`src/rtl/reg_cfg_seq.sv`:
```
// Register-bus init sequencer: replays a table of {CA, data} writes after reset or on start, muxing host access when idle.
// Optional readback compare compiled in with REG_CFG_SEQ_READBACK_EN (RDBK state, sticky err/err_addr).
module reg_cfg_seq #(
  parameter int TBL_AW = 3
) (
  input  logic              Clk,
  input  logic              Reset,
  input  logic              start,
  input  logic [TBL_AW:0]   tbl_cnt,
  output logic [TBL_AW-1:0] tbl_addr,
  input  logic [23:0]       tbl_data,
  input  logic              H_CSB,
  input  logic              H_WRB,
  input  logic [7:0]        H_CA,
  input  logic [15:0]       H_CD_in,
  output logic [15:0]       H_CD_out,
  output logic              H_ready,
  output logic              CSB,
  output logic              WRB,
  output logic [7:0]        CA,
  output logic [15:0]       CD_in,
  input  logic [15:0]       CD_out,
  output logic              busy,
  output logic              done,
  output logic              err,
  output logic [7:0]        err_addr
);

  typedef enum logic [2:0] {
    IDLE  = 3'd0,
    FETCH = 3'd1,
    WRITE = 3'd2,
`ifdef REG_CFG_SEQ_READBACK_EN
    RDBK  = 3'd3,
`endif
    CHECK = 3'd4,
    DONE  = 3'd5
  } state_t;

  localparam logic [TBL_AW:0] DEPTH = (TBL_AW+1)'(2**TBL_AW);

  state_t          state, state_nxt;
  logic [TBL_AW:0] idx, idx_inc, cnt_clamp;
  logic [7:0]      ent_ca;
  logic [15:0]     ent_dat;

  // Index is one bit wider than the table address so a full table ends cleanly.
  assign cnt_clamp = (tbl_cnt > DEPTH) ? DEPTH : tbl_cnt;
  assign idx_inc   = idx + (TBL_AW+1)'(1);
  assign tbl_addr  = idx[TBL_AW-1:0];

  always_ff @(posedge Clk or posedge Reset) begin
    if (Reset) state <= IDLE;
    else       state <= state_nxt;
  end

  always_comb begin
    state_nxt = state;
    case (state)
      IDLE:  state_nxt = (cnt_clamp == '0) ? DONE : FETCH;
      FETCH: state_nxt = WRITE;
`ifdef REG_CFG_SEQ_READBACK_EN
      WRITE: state_nxt = RDBK;
      RDBK:  state_nxt = CHECK;
`else
      WRITE: state_nxt = CHECK;
`endif
      CHECK: state_nxt = (idx_inc < cnt_clamp) ? FETCH : DONE;
      DONE:  if (start) state_nxt = (cnt_clamp == '0) ? DONE : FETCH;
      default: state_nxt = IDLE;
    endcase
  end

  always_ff @(posedge Clk or posedge Reset) begin
    if (Reset) begin
      idx     <= '0;
      ent_ca  <= '0;
      ent_dat <= '0;
    end else begin
      case (state)
        FETCH: begin
          ent_ca  <= tbl_data[23:16];
          ent_dat <= tbl_data[15:0];
        end
        CHECK:   idx <= idx_inc;
        DONE:    if (start) idx <= '0;
        default: ;
      endcase
    end
  end

`ifdef REG_CFG_SEQ_READBACK_EN
  logic [15:0] rd_dat;

  // err keeps the first failing address until the next Reset; start does not clear it.
  always_ff @(posedge Clk or posedge Reset) begin
    if (Reset) begin
      rd_dat   <= '0;
      err      <= 1'b0;
      err_addr <= '0;
    end else begin
      if (state == RDBK) rd_dat <= CD_out;
      if (state == CHECK && rd_dat != ent_dat && !err) begin
        err      <= 1'b1;
        err_addr <= ent_ca;
      end
    end
  end
`else
  assign err      = 1'b0;
  assign err_addr = 8'h00;
`endif

  always_comb begin
    busy = 1'b0;
    case (state)
      FETCH, WRITE, CHECK: busy = 1'b1;
`ifdef REG_CFG_SEQ_READBACK_EN
      RDBK:                busy = 1'b1;
`endif
      default:             busy = 1'b0;
    endcase
  end

  assign done     = (state == DONE);
  assign H_ready  = !Reset && !busy;
  assign H_CD_out = busy ? 16'h0000 : CD_out;

  // Host pass-through is combinational when idle; the sequencer owns the bus while busy.
  always_comb begin
    CSB   = 1'b1;
    WRB   = 1'b1;
    CA    = 8'h00;
    CD_in = 16'h0000;
    if (!Reset) begin
      if (!busy) begin
        CSB   = H_CSB;
        WRB   = H_WRB;
        CA    = H_CA;
        CD_in = H_CD_in;
      end else if (state == WRITE) begin
        CSB   = 1'b0;
        WRB   = 1'b0;
        CA    = ent_ca;
        CD_in = ent_dat;
      end
`ifdef REG_CFG_SEQ_READBACK_EN
      else if (state == RDBK) begin
        CSB   = 1'b0;
        CA    = ent_ca;
      end
`endif
    end
  end

endmodule

```
`config.mk`:
```
export PLATFORM = sky130hd
export DESIGN_NAME = reg_cfg_seq
export DESIGN_NICKNAME = d
export VERILOG_FILES = /design/src/rtl/reg_cfg_seq.sv
export SDC_FILE = /design/constraint.sdc
export NUM_CORES = 1
export LEC_CHECK = 0
export ABC_AREA = 1
export CORE_MARGIN = 2
export CORE_UTILIZATION = 32
export CTS_CLUSTER_DIAMETER = 100
export DETAILED_ROUTE_END_ITERATION = 7
export PLACE_DENSITY = 0.87
export SLEW_MARGIN = 20
export SYNTH_ARGS = -nofsm -noshare
export SYNTH_HDL_FRONTEND = slang
export SYNTH_SLANG_ARGS = --single-unit
```
`constraint.sdc`:
```
create_clock -name Clk -period 1.75 [get_ports Clk]
set_input_delay 0.525 -clock Clk [delete_from_list [all_inputs] [get_ports Clk]]
set_output_delay 0.525 -clock Clk [all_outputs]
set_load 0.05 [all_outputs]
```
Yosys cells after proc, flatten, opt, wreduce, memory -nomap -nowiden
Cells that the tools add are included.
Widths: inputs -> output; s select.
Storage, ports and cells
  output and inout port bits: 57
  register bits after elaboration: 31
Operators by class
  add/sub/neg operators: 1
  muxes and demuxes: 20
  reduce and logical (&&, ||, !) cells: 8
  equal/unequal tests: 5
  order comparisons: 2
Operators with widths (count)
  $mux 16: 4
  $mux 8: 3
  $pmux 3 s5: 1
  $mux 3: 3
  $mux 4: 2
  $pmux 4 s2: 1
  $eq 3x3->1 const B: 2
  $mux 1: 6
  $add 4x1->4 const B: 1
  $gt 4x4->1 const B: 1
  $logic_not 4->1: 1
  $lt 4x4->1: 1
  $eq 3x1->1 const B: 1
  $eq 3x2->1 const B: 1
  $logic_not 3->1: 1
  $reduce_or 3->1: 1
  $logic_not 1->1: 2
  $ne 2x2->1 const B: 1
  $reduce_and 2->1: 1
  $reduce_bool 2->1: 1
  $logic_and 1x1->1: 1

Longest topological paths before layout
  depth in word-level cells: 6
  depth in mapped cells: 11
  gate-level depth less buffers: 11

Worst setup path before layout
No wires, ideal clock.
  path type: reg2out
  start point: register state[2]
  end point: output CSB
  slack: -0.558 ns
  cell stages (with the launch flop): 7
  arrival: 1.783 ns
  data required time: 1.225 ns
  buffers on the path: 1
  path through: dfrtp_1 inv_1 nand3_2 nand3_4 nor2_8 buf_4 o22ai_1
Between the ends
  longest elaborated chain between the ends: 5
  elaborated cells between the ends (all ways): 8
  those cells by class: eq/ne (3); mux (4); reduce/logical (1)
RTL lines
  start: declaration: line 42  | state_t state, state_nxt;
  start signal: assignment: line 54  | else state <= state_nxt;
  $eq 3x2->1, or another cell as far along: line 116, 141
  $reduce_or 3->1: line 116  | case (state)
  $mux 1: line 116
  $mux 1 *: line 136  | if (!busy) begin
  $mux 1 *: line 135  | if (!Reset) begin
  end: declaration: line 18  | output logic CSB,
Every way passes the cells marked *; elsewhere a longest branch is shown, timed or not.

Worst setup path after layout
  start point: register state[2]
  end point: output CD_in[9]
Between the ends
  longest elaborated chain between the ends: 5
  elaborated cells between the ends (all ways): 8
  those cells by class: eq/ne (3); mux (4); reduce/logical (1)
RTL lines
  $eq 3x2->1, or another cell as far along: line 116, 141
  $reduce_or 3->1: line 116
  $mux 1: line 116
  $mux 16 *: line 136
  $mux 16 *: line 135
  end: declaration: line 21  | output logic [15:0] CD_in,
Marked as above.

==> qor.csv <==
stage,metric,value,unit
status,status,"complete, but fails checks",
status,violations,setup timing,
clocking,cts.sinks,31,
synth,ys_ff_latch,31,
global_route,grt_max_degree,32,
cells_and_area,nNetsFinal,475,
sta,fmaxAchievable,0.4604,GHz
global_route,grt_antenna_before_repair,0,
synth,netlist_area,1918,µm²
sta,rsz0062_at_grt,yes,
placement,gp_congestion,0.8158,
clocking,numCtsBuffers,5,
critical_path,cp-start-kind,flop,
sta,finalSetupViolCount,45,
clocking,cts_htree_levels,2,
detailed_routing,firstDrtPassIters,4,
synth,yosys-top-cells-area,"dfrtp_1 40%, nand2_1 14%, inv_1 9.0%",
clocking,clkLatencyLatePin,0.28,ns
global_route,grt_pass1_wl,9280,µm
global_route,grt_use_total,0.1809,
synth,ys_seq_area_frac,0.4044,
floorplan,start_util,0.3278,
power,irDropWorstVdd,1.122,mV
detailed_routing,wl_per_cell,12.91,µm
detailed_routing,vias,2153,
clocking,clockBufferDepth,2,
sta,skew,0.005385,ns
clocking,cts-root-buf,clkbuf_8,
floorplan,pin_count,130,
synth,avgSynthCellArea,7.377,µm²
detailed_routing,ant_nets,0,
placement,dpl.hpwl,4984,µm
placement,dp_slack,-0.5998,ns
synth,synth_ff_type,dfrtp_1,
critical_path,worstReg2RegStart,state[1]$_DFFE_PP0P_,
critical_path,required,1.22,ns
job,maxCapViolations,0,
synth,syn_inst,260,
critical_path,crit_path_end_kind,primary output,
sta,slew_violations,0,
sta,finalSetupTns,-15.45,ns
clocking,cts_tree,yes,
global_route,grt_pass1_vias,2140,
floorplan,die_x,81.42,µm
clocking,path_clk_slew,0.07,ns
synth,synth-async-reset-ratio,1.000,
critical_path,crit_start,state[2]$_DFFE_PP0P_,
floorplan,die_height,81.42,µm
synth,synth_commonest_cells,"74 x nand2_1, 46 x inv_1, 31 x dfrtp_1, 19 x nor2_1, 18 x o21ai_1",
critical_path,crit_type,reg -> out,
sta,fin_ws,-0.4221,ns
floorplan,fp-row-count,28,
power,p_leak,2.027,nW
detailed_routing,drc_errors,0,
detailed_routing,drt_iter0_drc,45,
cells_and_area,num_antenna_cells,0,
detailed_routing,viasPerCell,4.542,
floorplan,dieArea,6629,µm²
placement,portBuffers,120,
detailed_routing,finalWirelength,6119,µm
synth,synth_edf_count,0,
critical_path,crit_fanout,17,
sta,report.final.hold_viol_count,0,
sta,fin_crit_sh,1.241,
synth,synth.distinct_cells,25,
global_route,grt_overflow,0,
synth,synth.largest_area_cell,dfrtp_1,
floorplan,core_area,5851,µm²
cells_and_area,drive_above_1_share,0.3534,
synth,synth_warnings,0,
synth,yosysMostFrequentCell,nand2_1,
hold_path,min_path_type,in -> async,
cells_and_area,area_growth,123.7,%
sta,fin_crit,2.172,ns
critical_path,arrival,1.65,ns
power,p_per_area,1916,nW/µm²
synth,synth_top_cell_area_share,0.4044,
## where the power goes
group,internal [mW],total [mW],switching [mW]
sequential,1.07,1.28,0.215
clock,0.357,0.623,0.265
combinational,2.82,6.31,3.50
total,4.24,8.22,3.98
## final timing paths
check                           slack (ns)                      end  cells past startpoint
worst max-delay path                 -0.42                 CD_in[9]                      7
worst min-delay path                  0.48  ent_dat[10]$_DFFE_PP0P_                      3
max in group asynchronous             1.10     state[0]$_DFFE_PP0P_                      3
min in group Clk                      0.49   ent_dat[1]$_DFFE_PP0P_                      2
worst min register to register        0.49   ent_dat[1]$_DFFE_PP0P_                      2
worst max register to register        0.12       idx[1]$_DFFE_PP0P_                      9
## stage by stage
stage	hold WS, ns	instance area, µm²	util	cells	total power [mW]
floorplan	0.4492	2280	-	268	4.940
global placement	0.4776	4028	0.6884	458	7.236
detailed placement	0.4729	4028	0.6884	458	7.411
CTS	0.4762	4252	0.7267	471	8.259
global route	0.4954	4292	0.7335	474	8.689
finish	0.4758	4292	0.7335	474	8.222
## kinds of logic after synthesis
kind of cell,after synthesis,synth area share
other cells,1,0.001955
flops,31,0.4044
compound gates,48,0.1513
fa+ha+maj,4,0.02609
xor+xnor,2,0.009134
buf+inv,72,0.1787
simple gates,102,0.2283
## what timing repair did
| action | in CTS | in global routing |
|---|---|---|
| pin swaps | 1 | 7 |
| resized for setup | 18 | 6 |
| hold buffers | 0 | 0 |
| setup endpoints to repair | 45 | 46 |
| setup buffers | 5 | 3 |
## flip-flops by register name, indices dropped and copies added (netlist names)
signal	cells
ent_dat	16
idx	4
state	3
ent_ca	8
## layout by cell type, fill, tap and decap left out, types with 2 or more instances in the layout
cell type and instances:
nand2_1 72, clkdlybuf4s50_1 68, buf_12 53, inv_1 44, dfrtp_1 29, buf_4 16, o21ai_4 13, o21ai_0 11
nor2_4 10, a22o_2 9, conb_1 9, nor2_2 7, clkbuf_8 7, o21ai_1 6, buf_6 5, nand3_4 4
ha_1 4, inv_2 3, nor2_1 3, a21oi_1 3, dlymetal6s2s_1 3, inv_4 2, a22o_4 2, nand2_2 2
o22ai_4 2, dfrtp_2 2
## metal layers
metal / up-vias / part of all wire / GRT usage
li1: 1061 / - / -
met1: 989 / 0.34 / 0.1917
met2: 99 / 0.55 / 0.3361
met3: 4 / 0.10 / 0.06593
met4: 0 / 0.0051 / 0.04746
met5: - / 0 / 0
## layout make-up
cell class | instances | area [µm²]
inverter | 49 | 188.9
clock buffer | 7 | 96.34
timing repair buffer | 146 | 1964
tap | 75 | 93.84
clock inverter | 1 | 7.507
sequential | 31 | 778.2
multi-input combinational | 165 | 1162
fill | 424 | 1559
## critical path, cell delays in order, from the launching register on
cell     delay (ns)
dfrtp_1        0.41
inv_2          0.12
nand3_4        0.10
nand3_4        0.14
nor2_8         0.05
buf_12         0.14
a22o_2         0.23
buf_12         0.15
No activity file was read; power rests on OpenSTA's default activity.
==> variant 1: new RTL, same settings <==
Build with the macro `REG_CFG_SEQ_READBACK_EN` defined.
--- a/src/rtl/reg_cfg_seq.sv
+++ b/src/rtl/reg_cfg_seq.sv
@@ -1,5 +1,7 @@
 // Register-bus init sequencer: replays a table of {CA, data} writes after reset or on start, muxing host access when idle.
 // Optional readback compare compiled in with REG_CFG_SEQ_READBACK_EN (RDBK state, sticky err/err_addr).
+`define REG_CFG_SEQ_READBACK_EN
+
 module reg_cfg_seq #(
   parameter int TBL_AW = 3
 ) (
Behaviour: not the same (Yosys sat finds a counterexample within 4 cycles, from zero or initial values and one cycle with Reset high).
==> variant 1 against the unedited design <==
Critical endpoint is now CD_in[14]; final cell count grew 43%; worst hold slack worse by 61 ps; global-route usage rose by 0.91 points; the flow still finishes with violations (setup timing); wire length increased by 56%; synthesized area up 60%; worst setup slack lost 89 ps; power grew 23%; highest routed layer unchanged; sequential cell count up 25; cell area up 28%.
==> variant 1: results (changes against the unedited design) <==
{
  "yosys": {
    "synth_area_leaders": "sky130_fd_sc_hd__dfrtp_1 (46%), sky130_fd_sc_hd__nand2_1 (12%), sky130_fd_sc_hd__a32o_1 (7.8%), sky130_fd_sc_hd__inv_1 (6.6%), sky130_fd_sc_hd__nor2_1 (5.9%)",
    "synth.top_cells.by_count": "sky130_fd_sc_hd__nand2_1 (98), sky130_fd_sc_hd__dfrtp_1 (56), sky130_fd_sc_hd__inv_1 (54)",
    "seq_area_frac_synth": {"value": 45.8, "unit": "%", "change": "+5.3 points"},
    "post_synth_num_cell_types": {"value": 26, "change": "+4.0%"},
    "syn-mean-instance-area": {"value": 8.05, "unit": "µm²", "change": "+9.2%"}
  },
  "drt": {
    "routed_wl": {"value": 9560, "unit": "µm", "change": "+56%"},
    "drt_pre_antenna_iters": {"value": 5, "change": "+1"},
    "route.detailed.vias_per_inst": {"value": 4.75, "change": "+4.5%"},
    "met2WireLength": {"value": 5290, "unit": "µm", "change": "+57%"}
  },
  "placement": {
    "routabilityCongestion": {"value": 0.767, "change": "-6.0%"},
    "placed_area": {"value": 0.00529, "unit": "mm²", "change": "+31%"},
    "place.port_buffers": {"value": 129, "change": "+7.5%"}
  },
  "outcome": {
    "run_status": "finished with violations",
    "failed_checks": "setup timing"
  },
  "clock_tree": {
    "cts_resized": {"value": 12, "change": "-6"},
    "worstSkewPairLatency": {"value": 310, "unit": "ps", "change": "+30 ps"}
  },
  "power_and_ir_drop": {
    "vdd.ir_drop.worst": {"value": 1150, "unit": "µV", "change": "+2.4%"},
    "pwr.group.sequential": {"value": 2310, "unit": "µW", "change": "+80%"},
    "p_leak": {"value": 0.00277, "unit": "µW", "change": "+36%"}
  },
  "cells_and_area": {
    "reg_top3": "ent_dat: 16 flops, rd_dat: 16 flops",
    "layout.buffer.nonclock.area_share": {"value": 38.3, "unit": "%", "change": "-7.5 points"},
    "num-nets-final": {"value": 625, "change": "+32%"},
    "ratio_of_cells_with_drive_above_1_in_the_final_layout": {"value": 32.8, "unit": "%", "change": "-2.6 points"}
  },
  "sta": {
    "fin_worst_setup_slack": {"value": -511, "unit": "ps", "change": "-89.0 ps"},
    "report.final.setup_viol": {"value": 45, "change": "unchanged"}
  },
  "worst_setup_path": {
    "reg2reg_setup_slack": {"value": 150, "unit": "ps", "change": "+30 ps"},
    "timing.critical_path.fanout_max": {"value": 15, "change": "-2"},
    "reg2reg_to": "state[2]",
    "critical_path.top_delay_family": "simple AND/OR/NAND/NOR gates",
    "worstRegToRegCells": {"value": 10, "change": "+1"}
  },
  "global_route": {
    "grt_util_all_layers": {"value": 19.0, "unit": "%", "change": "+0.91 points"},
    "global_routing_usage_on_met3": {"value": 3.66, "unit": "%", "change": "-2.9 points"}
  }
}
variant 1: cell count changes after synthesis, sizes merged, moves of 9 or more:
cell and change:
inv +9, nor2 +31, a21oi +13, dfrtp +25, mux2 +11, a32o +24
nand2 +25, a22o -11
variant 1: per-stage QoR:
step                utilization [%]  power [µW]  TNS, ps
floorplan                         -        6260    -7090
global placement               57.2        8810   -17850
detailed placement             57.2        9020   -18990
CTS                            59.1       10100   -20830
global route                   59.5       10700   -24420
finish                         59.5       10100   -21030
variant 1: logic make-up after synthesis:
| family | count (synthesis) | synth area share, % |
|---|---|---|
| AND/OR/NAND/NOR | 165 | 22.6 |
| buffers and inverters | 76 | 10.5 |
| AO/OA/AOI/OAI | 66 | 14.8 |
| flip-flops | 56 | 45.8 |
| multiplexers | 11 | 4.05 |
| adder cells (fa/ha/maj) | 4 | 1.64 |
| XOR/XNOR | 2 | 0.572 |
==> variant 2: new RTL, same settings <==
Made on the original files. The 5 states of `state_t` get a one-hot encoding in 5 bits.
--- a/src/rtl/reg_cfg_seq.sv
+++ b/src/rtl/reg_cfg_seq.sv
@@ -26,15 +26,15 @@
   output logic [7:0]        err_addr
 );
 
-  typedef enum logic [2:0] {
-    IDLE  = 3'd0,
-    FETCH = 3'd1,
-    WRITE = 3'd2,
+  typedef enum logic [4:0] {
+    IDLE  = 5'b00001,
+    FETCH = 5'b00010,
+    WRITE = 5'b00100,
 `ifdef REG_CFG_SEQ_READBACK_EN
     RDBK  = 3'd3,
 `endif
-    CHECK = 3'd4,
-    DONE  = 3'd5
+    CHECK = 5'b01000,
+    DONE  = 5'b10000
   } state_t;
 
   localparam logic [TBL_AW:0] DEPTH = (TBL_AW+1)'(2**TBL_AW);
Check against the original RTL: same outputs for any inputs over 10 cycles, from zero or initial values and one cycle with Reset high; not proved beyond that.
==> variant 2 against the unedited design <==
The run still ends with setup timing left; register-to-register slack got worse by 30 ps; critical path depth unchanged; combinational power decreased by 19%; non-clock buffer count increased by 4; power decreased by 13%; wire length increased by 18%; critical path type unchanged; first-iteration DRC count increased by 80%; cell area increased by 5.9%; sequential cell count increased by 2; maximum frequency decreased by 6.9%; worst setup slack got worse by 160 ps; largest cell class unchanged; synthesized area increased by 4.9%.
==> variant 2: results (changes against the unedited design) <==
{
  "outcome": {
    "run_status": "finished with violations",
    "failed_checks": "setup timing"
  },
  "drt": {
    "detailedRoute.firstIterationViolations": {"value": 81, "change": "+80%"}
  },
  "cells_and_area": {
    "layout.filler_cells": {"value": 349, "change": "-18%"},
    "reg_top3": "ent_dat: 16 flops, ent_ca: 8 flops, state: 5 flops",
    "ratio_of_cells_with_drive_above_1_in_the_final_layout": {"value": 39.7, "unit": "%", "change": "+4.4 points"},
    "num-nets-final": {"value": 484, "change": "+1.9%"}
  },
  "global_route": {
    "pin_count_of_the_biggest_net_entering_global_routing": {"value": 36, "change": "+13%"},
    "grt_pass1_vias": {"value": 2394, "change": "+12%"},
    "grt_util_all_layers": {"value": 20.0, "unit": "%", "change": "+1.9 points"},
    "grt_first_pass_wirelength": {"value": 11200, "unit": "µm", "change": "+20%"}
  },
  "yosys": {
    "synth_adder_area_share": {"value": 2.49, "unit": "%", "change": "-0.12 points"},
    "synth-compound-area-share": {"value": 14.1, "unit": "%", "change": "-1.0 points"},
    "post_synth_num_cell_types": {"value": 29, "change": "+16%"},
    "synth_area_leaders": "sky130_fd_sc_hd__dfrtp_1 (40%), sky130_fd_sc_hd__nand2_1 (14%), sky130_fd_sc_hd__inv_1 (8.0%), sky130_fd_sc_hd__a22o_1 (6.5%), sky130_fd_sc_hd__buf_4 (4.9%)",
    "seq_area_frac_synth": {"value": 41.1, "unit": "%", "change": "+0.66 points"},
    "synth.top_cells.by_count": "sky130_fd_sc_hd__nand2_1 (76), sky130_fd_sc_hd__inv_1 (43), sky130_fd_sc_hd__dfrtp_1 (32)",
    "synthXorXnorAreaFrac": {"value": 0.871, "unit": "%", "change": "-0.043 points"}
  },
  "worst_setup_path": {
    "worstRegToRegCells": {"value": 8, "change": "-1"},
    "worst_ep_arrival_time": {"value": 1810, "unit": "ps", "change": "+160 ps"},
    "timing.critical_path.fanout_max": {"value": 7, "change": "-10"},
    "critical_path.reg2reg.startpoint": "idx[2]",
    "critical-path-max-stage-delay": {"value": 590, "unit": "ps", "change": "+180 ps"}
  },
  "sta": {
    "report.final.setup_viol": {"value": 45, "change": "unchanged"},
    "setup_skew_after_layout": {"value": 5.15, "unit": "ps", "change": "-0.231 ps"},
    "fin_worst_setup_slack": {"value": -584, "unit": "ps", "change": "-162 ps"}
  },
  "power_and_ir_drop": {
    "vdd.ir_drop.worst": {"value": 1040, "unit": "µV", "change": "-7.7%"}
  },
  "placement": {
    "routabilityCongestion": {"value": 0.835, "change": "+2.3%"},
    "dp_hpwl": {"value": 5400, "unit": "µm", "change": "+8.3%"}
  },
  "worst_hold_path": {
    "worst_min_delay_path_category": "reg -> reg"
  }
}
[variant 2: final cells by class]
class | instances | area share [%]
Clock inverter | 1 | 0.110
Clock buffer | 7 | 2.12
Tap cell | 75 | 2.06
Inverter | 46 | 3.91
Sequential cell | 33 | 18.2
Multi-Input combinational cell | 171 | 29.7
Timing Repair Buffer | 150 | 43.8
[variant 2: cells by family after synthesis]
group | count (synthesis)
simple gates | 111
fa+ha+maj | 4
flops | 33
other cells | 1
buf+inv | 67
compound gates | 45
xor+xnor | 2
[variant 2: where the power goes]
group / switching [µW] / leakage (µW) / internal [µW]
Combinational: 2780 / 0.00172 / 2320
Sequential: 272 / 0.000402 / 1130
Clock: 279 / 0.0000542 / 355
Total: 3340 / 0.00218 / 3800
[variant 2: worst max-delay path: cells and delay by family, from the launching register on]
kind | cells | cell delay [ps]
AO/OA/AOI/OAI | 1 | 140
buffers and inverters | 2 | 330
flip-flops | 1 | 590
AND/OR/NAND/NOR | 4 | 460
[variant 2: routing by layer]
| metal | GRT usage [%] | vias to the layer above | wire [µm] |
|---|---|---|---|
| li1 | - | 1093 | - |
| met1 | 21.2 | 1077 | 2670 |
| met2 | 37.8 | 102 | 3940 |
| met3 | 6.26 | 10 | 473 |
| met4 | 5.66 | 0 | 105 |
| met5 | 0 | - | 0 |
[variant 2: through the flow]
step | setup TNS (ps) | power (µW) | cell area (µm²) | cells
3_5_place_dp | -19360 | 6300 | 4280 | 467
3_3_place_gp | -18420 | 6160 | 4280 | 467
4_1_cts | -24570 | 6990 | 4410 | 476
6_report | -23640 | 7140 | 4550 | 483
2_1_floorplan | -6710 | 4210 | 2470 | 271
5_1_grt | -26310 | 7520 | 4550 | 483
[variant 2: how the worst max path moves through the flow]
stage / startpoint / slack [ps] / to / cells after the start
global route: state[0] / -650 / CD_in[6] / 7
detailed placement: Reset / -590 / CD_in[14] / 5
CTS: state[0] / -600 / CD_in[5] / 7
finish: state[0] / -580 / CD_in[6] / 7
floorplan: state[0] / -220 / CA[1] / 7
global placement: Reset / -560 / CD_in[1] / 6
[variant 2: timing repair]
item	CTS	global route
endpoints found under the setup margin	47	53
setup buffers	1	5
cloned	0	2
pin swaps	1	7
resized for setup	8	15
